`config.mk`:
```
export PLATFORM = sky130hd
export DESIGN_NAME = pipe_hazard_ctrl_flat
export DESIGN_NICKNAME = d
export VERILOG_FILES = /design/src/rtl/pipe_hazard_ctrl_if.sv /design/src/rtl/pipe_hazard_ctrl.sv /design/src/flat_wrapper.sv
export SDC_FILE = /design/constraint.sdc
export NUM_CORES = 1
export LEC_CHECK = 0
export ABC_AREA = 1
export CORE_MARGIN = 1
export CORE_UTILIZATION = 24
export CTS_CLUSTER_SIZE = 28
export DETAILED_ROUTE_END_ITERATION = 10
export PLACE_DENSITY = 0.9
export SLEW_MARGIN = 20
export SYNTH_ARGS = -nofsm -noshare
export SYNTH_HDL_FRONTEND = slang
export SYNTH_SLANG_ARGS = --single-unit
export TNS_END_PERCENT = 10
```
`constraint.sdc`:
```
create_clock -name clk -period 1.1 [get_ports clk]
set_clock_uncertainty 0.1 [all_clocks]
set_input_delay 0.11 -clock clk [delete_from_list [all_inputs] [get_ports clk]]
set_output_delay 0.11 -clock clk [all_outputs]
set_load 0.02 [all_outputs]
```
`src/rtl/pipe_hazard_ctrl_if.sv`:
```
// Pipeline control bus: stage register/enable inputs to the hazard controller and its steering outputs.
// master = pipeline side driving stage info; slave = controller.
interface pipe_hazard_ctrl_if #(
  parameter int REG_AW = 4
);
  logic [REG_AW-1:0] id_src1;
  logic [REG_AW-1:0] id_src2;
  logic              id_src1_vld;
  logic              id_two_src;
  logic [REG_AW-1:0] exe_dest;
  logic              exe_wb_en;
  logic              exe_mem_r_en;
  logic [REG_AW-1:0] mem_dest;
  logic              mem_wb_en;
  logic [REG_AW-1:0] wb_dest;
  logic              wb_wb_en;
  logic [REG_AW-1:0] exe_src1;
  logic [REG_AW-1:0] exe_src2;
  logic              mem_req;
  logic              br_taken_in;
  logic [31:0]       br_addr_in;

  logic              freeze;
  logic              flush;
  logic              branch_taken;
  logic [31:0]       branch_addr;
  logic              stall_all;
  logic              mem_ready;
  logic [1:0]        fwd_sel1;
  logic [1:0]        fwd_sel2;

  modport master (
    output id_src1, id_src2, id_src1_vld, id_two_src,
           exe_dest, exe_wb_en, exe_mem_r_en,
           mem_dest, mem_wb_en, wb_dest, wb_wb_en,
           exe_src1, exe_src2, mem_req, br_taken_in, br_addr_in,
    input  freeze, flush, branch_taken, branch_addr,
           stall_all, mem_ready, fwd_sel1, fwd_sel2
  );

  modport slave (
    input  id_src1, id_src2, id_src1_vld, id_two_src,
           exe_dest, exe_wb_en, exe_mem_r_en,
           mem_dest, mem_wb_en, wb_dest, wb_wb_en,
           exe_src1, exe_src2, mem_req, br_taken_in, br_addr_in,
    output freeze, flush, branch_taken, branch_addr,
           stall_all, mem_ready, fwd_sel1, fwd_sel2
  );
endinterface

```
`src/rtl/pipe_hazard_ctrl.sv`:
```
// Freeze/flush/redirect and MEM_WAIT-cycle global stall; all outputs combinational except mem_ready (state decode).
// No backpressure input: stall_all holds the whole pipe; FORWARDING_EN adds EXE forwarding and load-use-only freeze.
module pipe_hazard_ctrl #(
  parameter int MEM_WAIT = 4,
  parameter int REG_AW   = 4
) (
  input logic              clk,
  input logic              rst,
  pipe_hazard_ctrl_if.slave bus
);

  typedef enum logic [1:0] {
    IDLE = 2'd0,
    WAIT = 2'd1,
    DONE = 2'd2
  } state_t;

  localparam logic [3:0] LAST_CNT = 4'(MEM_WAIT - 1);

  state_t     state;
  state_t     state_nxt;
  logic [3:0] cnt;
  logic [3:0] cnt_nxt;
  logic       stall;
  logic       hz;
  logic [1:0] sel1;
  logic [1:0] sel2;

  always_ff @(posedge clk) begin
    if (!rst) begin
      state <= IDLE;
      cnt   <= 4'd0;
    end else begin
      state <= state_nxt;
      cnt   <= cnt_nxt;
    end
  end

  // cnt holds the number of stall cycles already spent on this access.
  always_comb begin
    state_nxt = state;
    cnt_nxt   = cnt;
    stall     = 1'b0;
    case (state)
      IDLE: begin
        if (bus.mem_req) begin
          stall     = 1'b1;
          cnt_nxt   = 4'd1;
          state_nxt = (MEM_WAIT == 1) ? DONE : WAIT;
        end
      end
      WAIT: begin
        stall = 1'b1;
        if (cnt == LAST_CNT) begin
          state_nxt = DONE;
          cnt_nxt   = 4'd0;
        end else begin
          cnt_nxt = cnt + 4'd1;
        end
      end
      DONE: begin
        state_nxt = IDLE;
        cnt_nxt   = 4'd0;
      end
      default: begin
        state_nxt = IDLE;
        cnt_nxt   = 4'd0;
      end
    endcase
  end

  logic [REG_AW-1:0] src1;
  logic [REG_AW-1:0] src2;
  assign src1 = bus.id_src1;
  assign src2 = bus.id_src2;

`ifdef FORWARDING_EN
  // With forwarding only a load in EXE cannot supply its result in time.
  assign hz = bus.exe_mem_r_en & bus.exe_wb_en &
              ((bus.id_src1_vld & (src1 == bus.exe_dest)) |
               (bus.id_two_src  & (src2 == bus.exe_dest)));

  always_comb begin
    sel1 = 2'b00;
    sel2 = 2'b00;
    if (bus.mem_wb_en && bus.exe_src1 == bus.mem_dest)
      sel1 = 2'b01;
    else if (bus.wb_wb_en && bus.exe_src1 == bus.wb_dest)
      sel1 = 2'b10;
    if (bus.mem_wb_en && bus.exe_src2 == bus.mem_dest)
      sel2 = 2'b01;
    else if (bus.wb_wb_en && bus.exe_src2 == bus.wb_dest)
      sel2 = 2'b10;
  end
`else
  assign hz = (bus.id_src1_vld &
               ((bus.exe_wb_en & (src1 == bus.exe_dest)) |
                (bus.mem_wb_en & (src1 == bus.mem_dest)))) |
              (bus.id_two_src &
               ((bus.exe_wb_en & (src2 == bus.exe_dest)) |
                (bus.mem_wb_en & (src2 == bus.mem_dest))));

  assign sel1 = 2'b00;
  assign sel2 = 2'b00;

  logic unused_fwd_inputs;
  assign unused_fwd_inputs = ^{bus.exe_mem_r_en, bus.exe_src1, bus.exe_src2,
                               bus.wb_dest, bus.wb_wb_en};
`endif

  // Stall outranks a branch (EXE is held, so the branch waits); a branch outranks hz.
  assign bus.stall_all    = rst & stall;
  assign bus.branch_taken = rst & ~stall & bus.br_taken_in;
  assign bus.flush        = rst & ~stall & bus.br_taken_in;
  assign bus.freeze       = rst & ~stall & ~bus.br_taken_in & hz;
  assign bus.branch_addr  = rst ? bus.br_addr_in : 32'd0;
  assign bus.mem_ready    = rst & (state == DONE);
  assign bus.fwd_sel1     = rst ? sel1 : 2'b00;
  assign bus.fwd_sel2     = rst ? sel2 : 2'b00;

endmodule
```
`src/flat_wrapper.sv`:
```
// flat-port wrapper written by rule: the top's interface ports become plain ports
module pipe_hazard_ctrl_flat 
#(
  parameter int MEM_WAIT = 4,
  parameter int REG_AW   = 4
)
  (clk, rst, bus_id_src1, bus_id_src2, bus_id_src1_vld, bus_id_two_src, bus_exe_dest, bus_exe_wb_en, bus_exe_mem_r_en, bus_mem_dest, bus_mem_wb_en, bus_wb_dest, bus_wb_wb_en, bus_exe_src1, bus_exe_src2, bus_mem_req, bus_br_taken_in, bus_br_addr_in, bus_freeze, bus_flush, bus_branch_taken, bus_branch_addr, bus_stall_all, bus_mem_ready, bus_fwd_sel1, bus_fwd_sel2);
  pipe_hazard_ctrl_if #(.REG_AW(REG_AW)) bus_i ();
  input logic clk;
  input logic rst;
  input wire logic [$bits(bus_i.id_src1)-1:0] bus_id_src1;
  input wire logic [$bits(bus_i.id_src2)-1:0] bus_id_src2;
  input wire logic [$bits(bus_i.id_src1_vld)-1:0] bus_id_src1_vld;
  input wire logic [$bits(bus_i.id_two_src)-1:0] bus_id_two_src;
  input wire logic [$bits(bus_i.exe_dest)-1:0] bus_exe_dest;
  input wire logic [$bits(bus_i.exe_wb_en)-1:0] bus_exe_wb_en;
  input wire logic [$bits(bus_i.exe_mem_r_en)-1:0] bus_exe_mem_r_en;
  input wire logic [$bits(bus_i.mem_dest)-1:0] bus_mem_dest;
  input wire logic [$bits(bus_i.mem_wb_en)-1:0] bus_mem_wb_en;
  input wire logic [$bits(bus_i.wb_dest)-1:0] bus_wb_dest;
  input wire logic [$bits(bus_i.wb_wb_en)-1:0] bus_wb_wb_en;
  input wire logic [$bits(bus_i.exe_src1)-1:0] bus_exe_src1;
  input wire logic [$bits(bus_i.exe_src2)-1:0] bus_exe_src2;
  input wire logic [$bits(bus_i.mem_req)-1:0] bus_mem_req;
  input wire logic [$bits(bus_i.br_taken_in)-1:0] bus_br_taken_in;
  input wire logic [$bits(bus_i.br_addr_in)-1:0] bus_br_addr_in;
  output wire logic [$bits(bus_i.freeze)-1:0] bus_freeze;
  output wire logic [$bits(bus_i.flush)-1:0] bus_flush;
  output wire logic [$bits(bus_i.branch_taken)-1:0] bus_branch_taken;
  output wire logic [$bits(bus_i.branch_addr)-1:0] bus_branch_addr;
  output wire logic [$bits(bus_i.stall_all)-1:0] bus_stall_all;
  output wire logic [$bits(bus_i.mem_ready)-1:0] bus_mem_ready;
  output wire logic [$bits(bus_i.fwd_sel1)-1:0] bus_fwd_sel1;
  output wire logic [$bits(bus_i.fwd_sel2)-1:0] bus_fwd_sel2;
  assign bus_i.id_src1 = bus_id_src1;
  assign bus_i.id_src2 = bus_id_src2;
  assign bus_i.id_src1_vld = bus_id_src1_vld;
  assign bus_i.id_two_src = bus_id_two_src;
  assign bus_i.exe_dest = bus_exe_dest;
  assign bus_i.exe_wb_en = bus_exe_wb_en;
  assign bus_i.exe_mem_r_en = bus_exe_mem_r_en;
  assign bus_i.mem_dest = bus_mem_dest;
  assign bus_i.mem_wb_en = bus_mem_wb_en;
  assign bus_i.wb_dest = bus_wb_dest;
  assign bus_i.wb_wb_en = bus_wb_wb_en;
  assign bus_i.exe_src1 = bus_exe_src1;
  assign bus_i.exe_src2 = bus_exe_src2;
  assign bus_i.mem_req = bus_mem_req;
  assign bus_i.br_taken_in = bus_br_taken_in;
  assign bus_i.br_addr_in = bus_br_addr_in;
  assign bus_freeze = bus_i.freeze;
  assign bus_flush = bus_i.flush;
  assign bus_branch_taken = bus_i.branch_taken;
  assign bus_branch_addr = bus_i.branch_addr;
  assign bus_stall_all = bus_i.stall_all;
  assign bus_mem_ready = bus_i.mem_ready;
  assign bus_fwd_sel1 = bus_i.fwd_sel1;
  assign bus_fwd_sel2 = bus_i.fwd_sel2;
  pipe_hazard_ctrl #(.MEM_WAIT(MEM_WAIT), .REG_AW(REG_AW)) u_core (.clk(clk), .rst(rst), .bus(bus_i));
endmodule
```
; ---- Word level (Yosys, flattened, before mapping)
; Index checks and enable logic that the tools add are counted.
[word_totals]
register_bits = 6
inputBits = 70
[op_classes]
addsub = 1
eq_ne = 9
muxes = 9
n_bitwise = 17
reduce_logical = 2
[ops]
columns = op, count
row1 = 2-to-1 mux 32 bit, 1
row2 = == test 4 bit, 4
row3 = AND 1 bit, 12
row4 = 2-to-1 mux 4 bit, 2
row5 = one-hot mux 4 bit (2 select lines), 1
row6 = "adder 4 x 1 -> 4 bit, second input constant", 1
row7 = "== test 4 x 2 -> 1 bit, second input constant", 1
row8 = 2-to-1 mux 2 bit, 2
row9 = one-hot mux 2 bit (2 select lines), 1
row10 = bitwise OR 1 bit, 3
row11 = "== test 2 x 1 -> 1 bit, second input constant", 1
row12 = "== test 2 bit, second input constant", 1
row13 = logical NOT 2 bit, 1
row14 = "inequality test 2 x 1 -> 1 bit, second input constant", 1
row15 = "inequality test 2 bit, second input constant", 1
row16 = NOT 1 bit, 2
row17 = one-hot mux 1 bit (2 select lines), 1
row18 = AND reduction 2 bit, 1
row19 = 2-to-1 mux 1 bit, 1

; ---- Logic depth before layout (Yosys ltp)
; Gate-level depths: netlist of the first run.
[logic_depth]
word_depth = 6
ltp_mapped = 8
mapped_depth_nobuf = 8

; ---- Worst setup path after synthesis of the first run
; No wires, ideal clock.
[synth_timing]
path_kind = reg-to-output
startpoint = register u_core.state[1]
endpoint = output bus_flush
arrival_time_ns = 1.317
t_required_ns = 0.890
slack_ns = -0.427
stages_incl_launch_ff = 6
path_buffers = 1
cell_sequence = dfxtp_1 -> nor2_2 -> inv_1 -> nand2_2 -> nor3_1 -> buf_4
[synth_via]
elab_chain_cells = 5
word_cells_on_any_way = 6
classes_between = eq/ne (1) / mux (1) / bitwise (3) / reduce/logical (1)
[synth_lines]
columns = element, line_no
row1 = start: declaration, pipe_hazard_ctrl.sv:20  ; state_t state;
row2 = start signal: assignment, pipe_hazard_ctrl.sv:34  ; state <= state_nxt;
row3 = == test 2 x 1 -> 1 bit / logical NOT 2 bit (equally long branches), pipe_hazard_ctrl.sv:44  ; case (state)
row4 = one-hot mux 1 bit (2 select lines) *, pipe_hazard_ctrl.sv:44
row5 = NOT 1 bit *, n/a
row6 = AND 1 bit * (2 in a row), n/a
row7 = end: declaration, flat_wrapper.sv:28  ; output wire logic [$bits(bus_i.flush)-1:0] bus_flush;
; Every way passes the cells marked *; elsewhere a longest branch is shown, timed or not.

; ---- Worst setup path in the final report of the first run
[layout_timing]
startpoint = register u_core.state[0]
endpoint = output bus_freeze
[layout_via]
elab_chain_cells = 6
word_cells_on_any_way = 7
classes_between = eq/ne (1) / mux (1) / bitwise (4) / reduce/logical (1)
[layout_lines]
columns = element, line_no
row1 = == test 2 x 1 -> 1 bit / logical NOT 2 bit (equally long branches), pipe_hazard_ctrl.sv:44
row2 = one-hot mux 1 bit (2 select lines) *, pipe_hazard_ctrl.sv:44
row3 = NOT 1 bit *, pipe_hazard_ctrl.sv:115  ; assign bus.freeze = rst & ~stall & ~bus.br_taken_in & hz;
row4 = AND 1 bit * (3 in a row), pipe_hazard_ctrl.sv:115
row5 = end: declaration, flat_wrapper.sv:27  ; output wire logic [$bits(bus_i.freeze)-1:0] bus_freeze;
; Marks and branches as above.

==> results of run 1 <==
sequential cells by signal, summed over array words and instances (netlist names):
register      cells
u_core.state      2
u_core.cnt        4
timing repair:
item	CTS	global route
hold buffers	0	0
buffers inserted	2	0
cloned	1	0
resized for setup	166	8
pin swaps	9	5
setup endpoints to repair	40	25
power by group:
part / switching, mW / internal, mW / leakage [nW]
logic: 0.342 / 0.367 / 1.11
clock network: 0.0858 / 0.234 / 0.0216
registers: 0.00999 / 0.233 / 0.0497
total: 0.438 / 0.834 / 1.18
synthesized netlist by cell type (4+ instances only):
library cell,count,area [µm²]
buf_2,4,20.02
buf_4,5,37.54
dfxtp_1,6,120.1
inv_1,48,180.2
nand2_1,69,259.0
nand2_2,4,25.02
nand3_1,5,25.02
nor2_1,21,78.83
xnor2_1,4,35.03
final cells by class:
cell class / count / share of cell area, %
repair buffers: 104 / 49.67
multi-input cells: 122 / 28.95
inverters: 50 / 9.804
flip-flops and latches: 6 / 6.405
well taps: 46 / 3.007
clock buffers: 3 / 2.157
worst max-delay path: cells and delay by family, from the launching register on:
| kind | cells | cell delay (ns) |
|---|---|---|
| DFF | 1 | 0.35 |
| and+or+nand+nor | 3 | 0.28 |
| AOI/OAI and AO/OA | 1 | 0.16 |
| buffers and inverters | 1 | 0.13 |
through the flow:
step,util [%],hold WS [ns],setup TNS (ns),worst slack [ns],power (mW)
floorplan,-,0.1799,-0.09917,-0.09436,0.5769
global placement,55.80,0.4010,-27.48,-0.9177,0.9793
detailed placement,55.80,0.3989,-28.09,-0.9236,0.9913
CTS,55.51,0.3640,-2.916,-0.2343,1.285
global route,55.62,0.3990,-4.228,-0.3150,1.351
finish,55.62,0.3639,-2.788,-0.2362,1.272
how the worst max path moves through the flow:
stage,startpoint,end,slack (ns),cells past startpoint
2_1_floorplan,u_core.state[1],bus_flush,-0.09,5
3_3_place_gp,bus_id_src1[0],bus_freeze,-0.92,10
3_5_place_dp,bus_id_src1[0],bus_freeze,-0.92,10
4_1_cts,u_core.state[0],bus_freeze,-0.23,6
5_1_grt,u_core.state[0],bus_freeze,-0.32,6
6_report,u_core.state[0],bus_freeze,-0.24,5
layer usage:
metal | part of all wire (%) | global-route usage [%]
met5 | 0 | 0
met4 | 0.67 | 5.233
met3 | 9.0 | 3.804
met2 | 52 | 32.53
met1 | 38 | 15.74
cells by family (layout without fill, tap and decap cells):
family,after synthesis,in the layout,synth area share (%)
other,1,4,0.4192
AND/OR/NAND/NOR,105,105,47.27
AO/OA/AOI/OAI,6,6,4.196
adder cells (fa/ha/maj),1,1,1.398
flip-flops,6,6,13.43
XOR/XNOR,6,6,5.874
buffers and inverters,59,157,27.41
==> impl_results.md, run 1 <==
- Tmin final: roughly 1.3 ns
- DP Cell Count: 325
- Post-DP HPWL: between 2000 and 3000 µm
- RSZ-0062 raised after global routing: yes
- Final Hold Viols: 0
- Post-synth EDFFs: 0
- Initial core utilization: about a quarter
- Sequential fraction of the synthesis area: between 10% and 20%
- Fmax: 0.7484 GHz
- Global-route wire length before repair: 5264 µm
- Maximum Capacitance Violations: 0
- I/O pins: between 100 and 150
- PwrDens: ~660 mW/mm²
- Die width: roughly 63 µm
- Crit-path slowest cell: dfxtp_2
- Drt first pass iters: 4
- Row count: 21
- Multi-input gate area: roughly 550 µm²
- # port buffers: a little over 90
- Slew Limit Fails: 0
- Routed vias: roughly 1300
- Setup WS post-layout: -0.2362 ns
- Crit share post-route: 121.5%
- Cell Count, Final, Fillers Out: ~330
- Layout cells sized above 1: about a quarter
- TritonCTS buffer count: 3
- FF-to-FF End: u_core.cnt[3]
- Post-route DRC: 0
- Top FF cell, synth: dfxtp_1
- Required time of the critical path: between 0.8 and 0.9 ns
- Fillers: ~340
- Final WL: ~3100 µm
- Worst skew pair latency: between 0.2 and 0.25 ns
- Total die area: roughly 0.0040 mm²
- Commonest non-fill, non-tap cells in the layout: 69 x nand2_1, 43 x inv_1, 36 x clkdlybuf4s50_1
- Setup CP Type: flip-flop to primary output
- Crit-path max FO: 3
- Reg area: about 120 µm²
- Commonest non-fill, non-tap cell in the layout: nand2_1
- Final setup fails: 24
- Layout area overhead: 114.0%
- YS warnings: 0
- Hold Path Depth: 4
- Die H: 63.06 µm
- CP Capture Type: primary output
- Synth async-reset ratio: 0%
- Worst R2R Start: u_core.state[0]
- Number of H-tree levels: 1
- Violated checks: negative setup slack
- Startpoint Class: flip-flop
- Synth Register Bits: 6
- Clk buf depth: 2
- Total Nets Final: around 360
- Tot GR Track Use: 16.18%
- Initial antenna violation count: 0
- Hold Crit Class: input pin to flip-flop
- DR WL/cell: around 9.5 µm
- Cell Area, Synth: ~890 µm²
- Crit path largest cell delay: between 0.3 and 0.4 ns
- Leak pwr: ~1.2 nW
- CORE AREA: approximately 0.0034 mm²
- Crit-path cells: nor2_2 > nand2_2 > nand4_1 > a21oi_2 > buf_6
- Clock slew at reported path FFs: 0.03 ns
- Reg2Reg Setup Slack: -0.09 ns
- Violation count after the first detailed-route iteration: 16
- CTS root buffer: clkbuf_8
- Largest net degree at the start of global routing: 19
- N_diodes: 0
- Area after DPL: between 0.0015 and 0.002 mm²
- Vias in the first global route: about 1300
- CTS sink cnt: 6
- CTS tree: done
- Cell depth of the worst flop-to-flop path: 6
- WHS Endpoint: u_core.state[0]
- Mapped Cells: 184
- Status: finished, violations left
- Antenna viol nets, final: 0
- Mean Syn Cell Area: between 4 and 5 µm²
- Final instance area: 0.001914 mm²
- Synth unique cells: 20
- Final GP Congestion: 0.7637
- VDD IR max: 0.2925 mV
- Hold wc startpoint: rst
- GR Overflow Total: 0
- Arr. time, crit path: between 1 and 1.5 ns
- Vias/cell: slightly above 4
(Power assumes the default switching activity.)
==> run 2, diff against run 1 <==
- PLACE_DENSITY: 0.9 -> 0.78
==> run 2 against run 1 <==
Net effect: the run still ends with negative setup slack left; register-to-register slack worse by 0.04 ns; non-clock buffer count rose by 1; combinational power is 2% lower; hold slack worse by 0.10 ns; die area unchanged; critical endpoint unchanged; largest power group unchanged.
==> impl_results.md, run 2 (same netlist as run 1, synthesis figures left out) <==
- Commonest non-fill, non-tap cells in the layout: 66 x nand2_1, 44 x inv_1, 36 x clkdlybuf4s50_1 (was 69 x nand2_1, 43 x inv_1, 36 x clkdlybuf4s50_1)
- TritonCTS buffer count: 3 (unchanged)
- Worst skew pair latency: 0.22 ns (about the same)
- Crit share post-route: 119.0% (was 121.5%)
- CTS root buffer: clkbuf_8 (unchanged)
- Max reg flops: 4 (unchanged)
- Clk buf depth: 2 (unchanged)
- # port buffers: 92 (unchanged)
- Largest Register: u_core.cnt (unchanged)
- Final GP Congestion: 0.7775 (was 0.7637)
- Hold Crit Class: input pin to flip-flop (unchanged)
- Total Nets Final: 359 (was 358)
- Post-route DRC: 0 (unchanged)
- Violation count after the first detailed-route iteration: 33 (was 16)
- Status: finished, violations left (unchanged)
- Setup_tns: -1.197 ns (was -2.788 ns)
- Setup WS post-layout: -0.2094 ns (was -0.2362 ns)
- Area after DPL: 0.001928 mm² (was 0.001921 mm²)
- Largest net degree at the start of global routing: 33 (was 19)
- Vias in the first global route: 1194 (was 1297)
- Fillers: 362 (was 342)
- I/O pins: 111 (unchanged)
- Fmax: 0.7637 GHz (was 0.7484 GHz)
- Routed vias: 1335 (was 1341)
- Final WL: 3193 µm (was 3148 µm)
- Antenna viol nets, final: 0 (unchanged)
- Initial core utilization: 25.99% (unchanged)
- Final setup fails: 9 (was 24)
- Startpoint Class: flip-flop (unchanged)
- Die H: 63.06 µm (unchanged)
- Layout area overhead: 103.9% (was 114.0%)
- Leak pwr: 1.180 nW (was 1.183 nW)
- Arr. time, crit path: 1.10 ns (was 1.13 ns)
- Violated checks: negative setup slack (unchanged)
- RSZ-0062 raised after global routing: yes (unchanged)
- Total die area: 0.003976 mm² (unchanged)
- Final Hold Viols: 0 (unchanged)
- CTS tree: done (unchanged)
- Drt first pass iters: 4 (unchanged)
- Crit-path max FO: 3 (unchanged)
- DR WL/cell: 9.617 µm (was 9.511 µm)
- Initial antenna violation count: 0 (unchanged)
- PwrDens: 696.3 mW/mm² (was 664.6 mW/mm²)
- Row count: 21 (unchanged)
- Layout cells sized above 1: 27.27% (was 25.61%)
- Slew Limit Fails: 0 (unchanged)
- Maximum Capacitance Violations: 0 (unchanged)
- Post-DP HPWL: 2629 µm (was 2557 µm)
- Clock slew at reported path FFs: 0.03 ns (about the same)
- Die width: 63.06 µm (unchanged)
- Post-layout power: 1.270 mW (was 1.272 mW)
- CORE AREA: 0.003442 mm² (unchanged)
- Top flop regs: u_core.cnt: 4 flops, u_core.state: 2 flops (unchanged)
- Hold buffers post-CTS: 0 (unchanged)
- Required time of the critical path: 0.89 ns (about the same)
- Vias/cell: 4.021 (was 4.051)
- Global-route wire length before repair: 5064 µm (was 5264 µm)
- Tot GR Track Use: 16.07% (was 16.18%)
- Setup CP Type: flip-flop to primary output (unchanged)
- Final instance area: 0.001824 mm² (was 0.001914 mm²)
- Number of H-tree levels: 1 (unchanged)
- CP Capture Type: primary output (unchanged)
- N_diodes: 0 (unchanged)
- Commonest non-fill, non-tap cell in the layout: nand2_1 (unchanged)
- VDD IR max: 0.3241 mV (was 0.2925 mV)
- CTS sink cnt: 6 (unchanged)
- GR Overflow Total: 0 (unchanged)
- End-of-flow core utilization: 53.00% (was 55.62%)
- Tmin final: 1.309 ns (was 1.336 ns)
## run 2: changes by cell type in the layout (fill, tap and decap cells not counted), sizes merged
cell	delta
bufbuf	-1
buf	+4
clkbuf	+14
clkdlybuf4s15	-16
## run 2: routing by layer
layer  global-route usage [%]  routed length [µm]
met1                    14.57                1194
met2                    31.32                1629
met3                    5.072                 296
met4                    8.140                  73
met5                        0                   0
## run 2: layout make-up
cell class	count	area (µm²)	area share (%)
clock buffer	3	41.29	2.263
sequential	6	122.6	6.722
timing repair buffer	105	843.3	46.23
tap	46	57.56	3.155
inverter	50	187.7	10.29
multi-input combinational	122	571.8	31.34
## run 2: worst max-delay path: stages, from the launching register on
cell,delay (ns)
dfxtp_2,0.34
nor2_2,0.05
nand2_2,0.09
nand4_1,0.12
a21oi_2,0.13
buf_6,0.13
## run 2: power by group
group	internal (mW)	total (mW)	switching (mW)
logic	0.348	0.696	0.348
clock network	0.235	0.331	0.0957
registers	0.233	0.244	0.0106
total	0.816	1.27	0.454
## run 2: what timing repair did
item | CTS | global route
pin swaps | 11 | 6
gates resized for setup | 132 | 51
setup endpoints to repair | 41 | 43
setup buffers | 3 | 0
## run 2: final timing paths
check             startpoint            end  slack, ns  depth (start not counted)
max          u_core.state[0]     bus_freeze      -0.21                          5
min                      rst  u_core.cnt[0]       0.26                          4
max reg2reg  u_core.state[0]  u_core.cnt[2]      -0.13                          8
min reg2reg    u_core.cnt[3]  u_core.cnt[3]       0.42                          2
## run 2: stage by stage
stage / setup WS [ns] / hold slack (ns) / instances
global placement: -0.9321 / 0.3983 / 326
floorplan: -0.09436 / 0.1799 / 187
finish: -0.2094 / 0.2627 / 332
global route: -0.2857 / 0.2918 / 332
CTS: -0.2200 / 0.4142 / 332
detailed placement: -0.9472 / 0.4059 / 326
==> run 3, diff against run 2 <==
- SKIP_LAST_GASP: default -> 1
==> run 3 against run 2 <==
Net effect: register-to-register slack worse by 0.06 ns; highest routed layer unchanged; utilization is 3.6 points higher; the run still ends with negative setup slack left; count of clock-buffer cells in the layout stayed put; first-iteration DRC count is 21% lower; sequential share of layout area is 0.42 points lower; combinational power is 2% higher; routed wire length is 1.2% higher; largest cell class unchanged; final cell count is 0.30% higher; final area is 6.7% higher.
==> impl_results.md, run 3 (same netlist as run 1, synthesis figures left out) <==
- N_diodes: 0 (unchanged)
- Clock slew at reported path FFs: 0.03 ns (about the same)
- CTS tree: done (unchanged)
- Largest net degree at the start of global routing: 33 (unchanged)
- Most used cell, CP: inv_2
- Cell depth of the worst flop-to-flop path: 8 (unchanged)
- Setup CP Type: flip-flop to primary output (unchanged)
- Post-layout power: 1.288 mW (was 1.270 mW)
- Startpoint Class: flip-flop (unchanged)
- Top flop regs: u_core.cnt: 4 flops, u_core.state: 2 flops (unchanged)
- Worst skew pair latency: 0.23 ns (was 0.22 ns)
- Row count: 21 (unchanged)
- DR WL/cell: 9.703 µm (was 9.617 µm)
- Fmax: 0.7530 GHz (was 0.7637 GHz)
- I/O pins: 111 (unchanged)
- Total Nets Final: 360 (was 359)
- Initial antenna violation count: 0 (unchanged)
- TritonCTS buffer count: 3 (unchanged)
- # port buffers: 92 (unchanged)
- Final GP Congestion: 0.7775 (unchanged)
- Hold Crit Class: input pin to flip-flop (unchanged)
- Initial core utilization: 25.99% (unchanged)
- Drt first pass iters: 4 (unchanged)
- RSZ-0062 raised after global routing: yes (unchanged)
- Arr. time, crit path: 1.12 ns (was 1.10 ns)
- Violated checks: negative setup slack (unchanged)
- Setup WS post-layout: -0.2281 ns (was -0.2094 ns)
- Vias/cell: 4.033 (was 4.021)
- FF-to-FF End: u_core.cnt[2] (unchanged)
- Antenna viol nets, final: 0 (unchanged)
- CORE AREA: 0.003442 mm² (unchanged)
- Reg2Reg Setup Slack: -0.19 ns (was -0.13 ns)
- Status: finished, violations left (unchanged)
- Tmin final: 1.328 ns (was 1.309 ns)
- Largest Register: u_core.cnt (unchanged)
- Vias in the first global route: 1171 (was 1194)
- Total die area: 0.003976 mm² (unchanged)
- Post-route DRC: 0 (unchanged)
- CP Capture Type: primary output (unchanged)
- Number of H-tree levels: 1 (unchanged)
- Hold Path Depth: 4 (unchanged)
- Tot GR Track Use: 15.69% (was 16.07%)
- Crit path largest cell delay: 0.34 ns (about the same)
- Pre-CTS setup slack: -0.9472 ns (unchanged)
- CTS root buffer: clkbuf_8 (unchanged)
- Hold wc startpoint: rst (unchanged)
- Crit-path max FO: 3 (unchanged)
- Final hold slack: 0.2929 ns (was 0.2627 ns)
- Violation count after the first detailed-route iteration: 26 (was 33)
- GR Overflow Total: 0 (unchanged)
- DP Cell Count: 326 (unchanged)
- Global-route wire length before repair: 4961 µm (was 5064 µm)
- Commonest non-fill, non-tap cells in the layout: 68 x nand2_1, 43 x inv_1, 43 x dlygate4sd2_1 (was 66 x nand2_1, 44 x inv_1, 36 x clkdlybuf4s50_1)
- Clk buf depth: 2 (unchanged)
- Slew Limit Fails: 0 (unchanged)
- Layout area overhead: 117.6% (was 103.9%)
- Final setup fails: 40 (was 9)
- Max reg flops: 4 (unchanged)
- Crit-path cells: inv_2 > nor2_2 > inv_2 > nand2_2 > nand2_2 > inv_2 > buf_6 (was nor2_2 > nand2_2 > nand4_1 > a21oi_2 > buf_6)
- Die H: 63.06 µm (unchanged)
- Cell Count, Final, Fillers Out: 333 (was 332)
- Final Hold Viols: 0 (unchanged)
- PwrDens: 661.7 mW/mm² (was 696.3 mW/mm²)
- Post-DP HPWL: 2629 µm (unchanged)
- Layout cells sized above 1: 16.72% (was 27.27%)
- Crit share post-route: 120.7% (was 119.0%)
- Commonest non-fill, non-tap cell in the layout: nand2_1 (unchanged)
- Required time of the critical path: 0.89 ns (about the same)
- Setup_tns: -4.185 ns (was -1.197 ns)
- Routed vias: 1343 (was 1335)
- Leak pwr: 1.252 nW (was 1.180 nW)
- WHS Endpoint: u_core.state[0] (was u_core.cnt[0])
- Die width: 63.06 µm (unchanged)
- VDD IR max: 0.3311 mV (was 0.3241 mV)
- CTS sink cnt: 6 (unchanged)
- Fillers: 342 (was 362)
- Worst R2R Start: u_core.state[0] (unchanged)
- Final WL: 3231 µm (was 3193 µm)
- Crit-path slowest cell: dfxtp_2 (unchanged)
- Maximum Capacitance Violations: 0 (unchanged)
run 3: metal layers:
| layer | part of all wire (%) | vias to the layer above | global-route usage, % |
|---|---|---|---|
| li1 | - | 718 | - |
| met1 | 37 | 555 | 14.78 |
| met2 | 51 | 63 | 30.38 |
| met3 | 9.1 | 7 | 4.891 |
| met4 | 2.3 | 0 | 6.977 |
| met5 | 0 | - | 0 |
run 3: stage by stage:
step	util, %	instance area, µm²
final	56.56	1947
after global placement	56.02	1928
after global routing	56.56	1947
after detailed placement	56.02	1928
after floorplan	-	923.4
after CTS	56.27	1937
run 3: power by group:
group	total [mW]	switching, mW	internal [mW]
Sequential	0.244	0.0106	0.233
Clock	0.334	0.0991	0.235
Combinational	0.710	0.344	0.366
Total	1.29	0.453	0.835
run 3: what timing repair did:
item,CTS,global route
pin swaps,8,7
hold buffers,0,0
setup buffers,3,0
setup endpoints to repair,41,43
gates resized for setup,83,18
cloned,0,1
run 3: final cells by class:
cell class | count | area (µm²) | share of cell area (%)
multi-input cells | 122 | 556.8 | 28.60
flip-flops and latches | 6 | 122.6 | 6.298
clock buffers | 3 | 41.29 | 2.121
well taps | 46 | 57.56 | 2.956
repair buffers | 106 | 980.9 | 50.39
inverters | 50 | 187.7 | 9.640
run 3: how the worst max path moves through the flow:
stage | from | to | slack, ns | cells after the start
after global routing | u_core.state[0] | bus_stall_all | -0.28 | 7
after detailed placement | bus_mem_dest[0] | bus_freeze | -0.95 | 10
after CTS | u_core.state[0] | bus_flush | -0.22 | 5
final | u_core.state[0] | bus_stall_all | -0.23 | 7
after floorplan | u_core.state[1] | bus_flush | -0.09 | 5
after global placement | bus_exe_dest[1] | bus_freeze | -0.93 | 10
run 3: worst max-delay path: cells and delay by family, from the launching register on:
family | cells | cell delay [ns]
flops | 1 | 0.34
simple gates | 3 | 0.28
buf+inv | 4 | 0.26
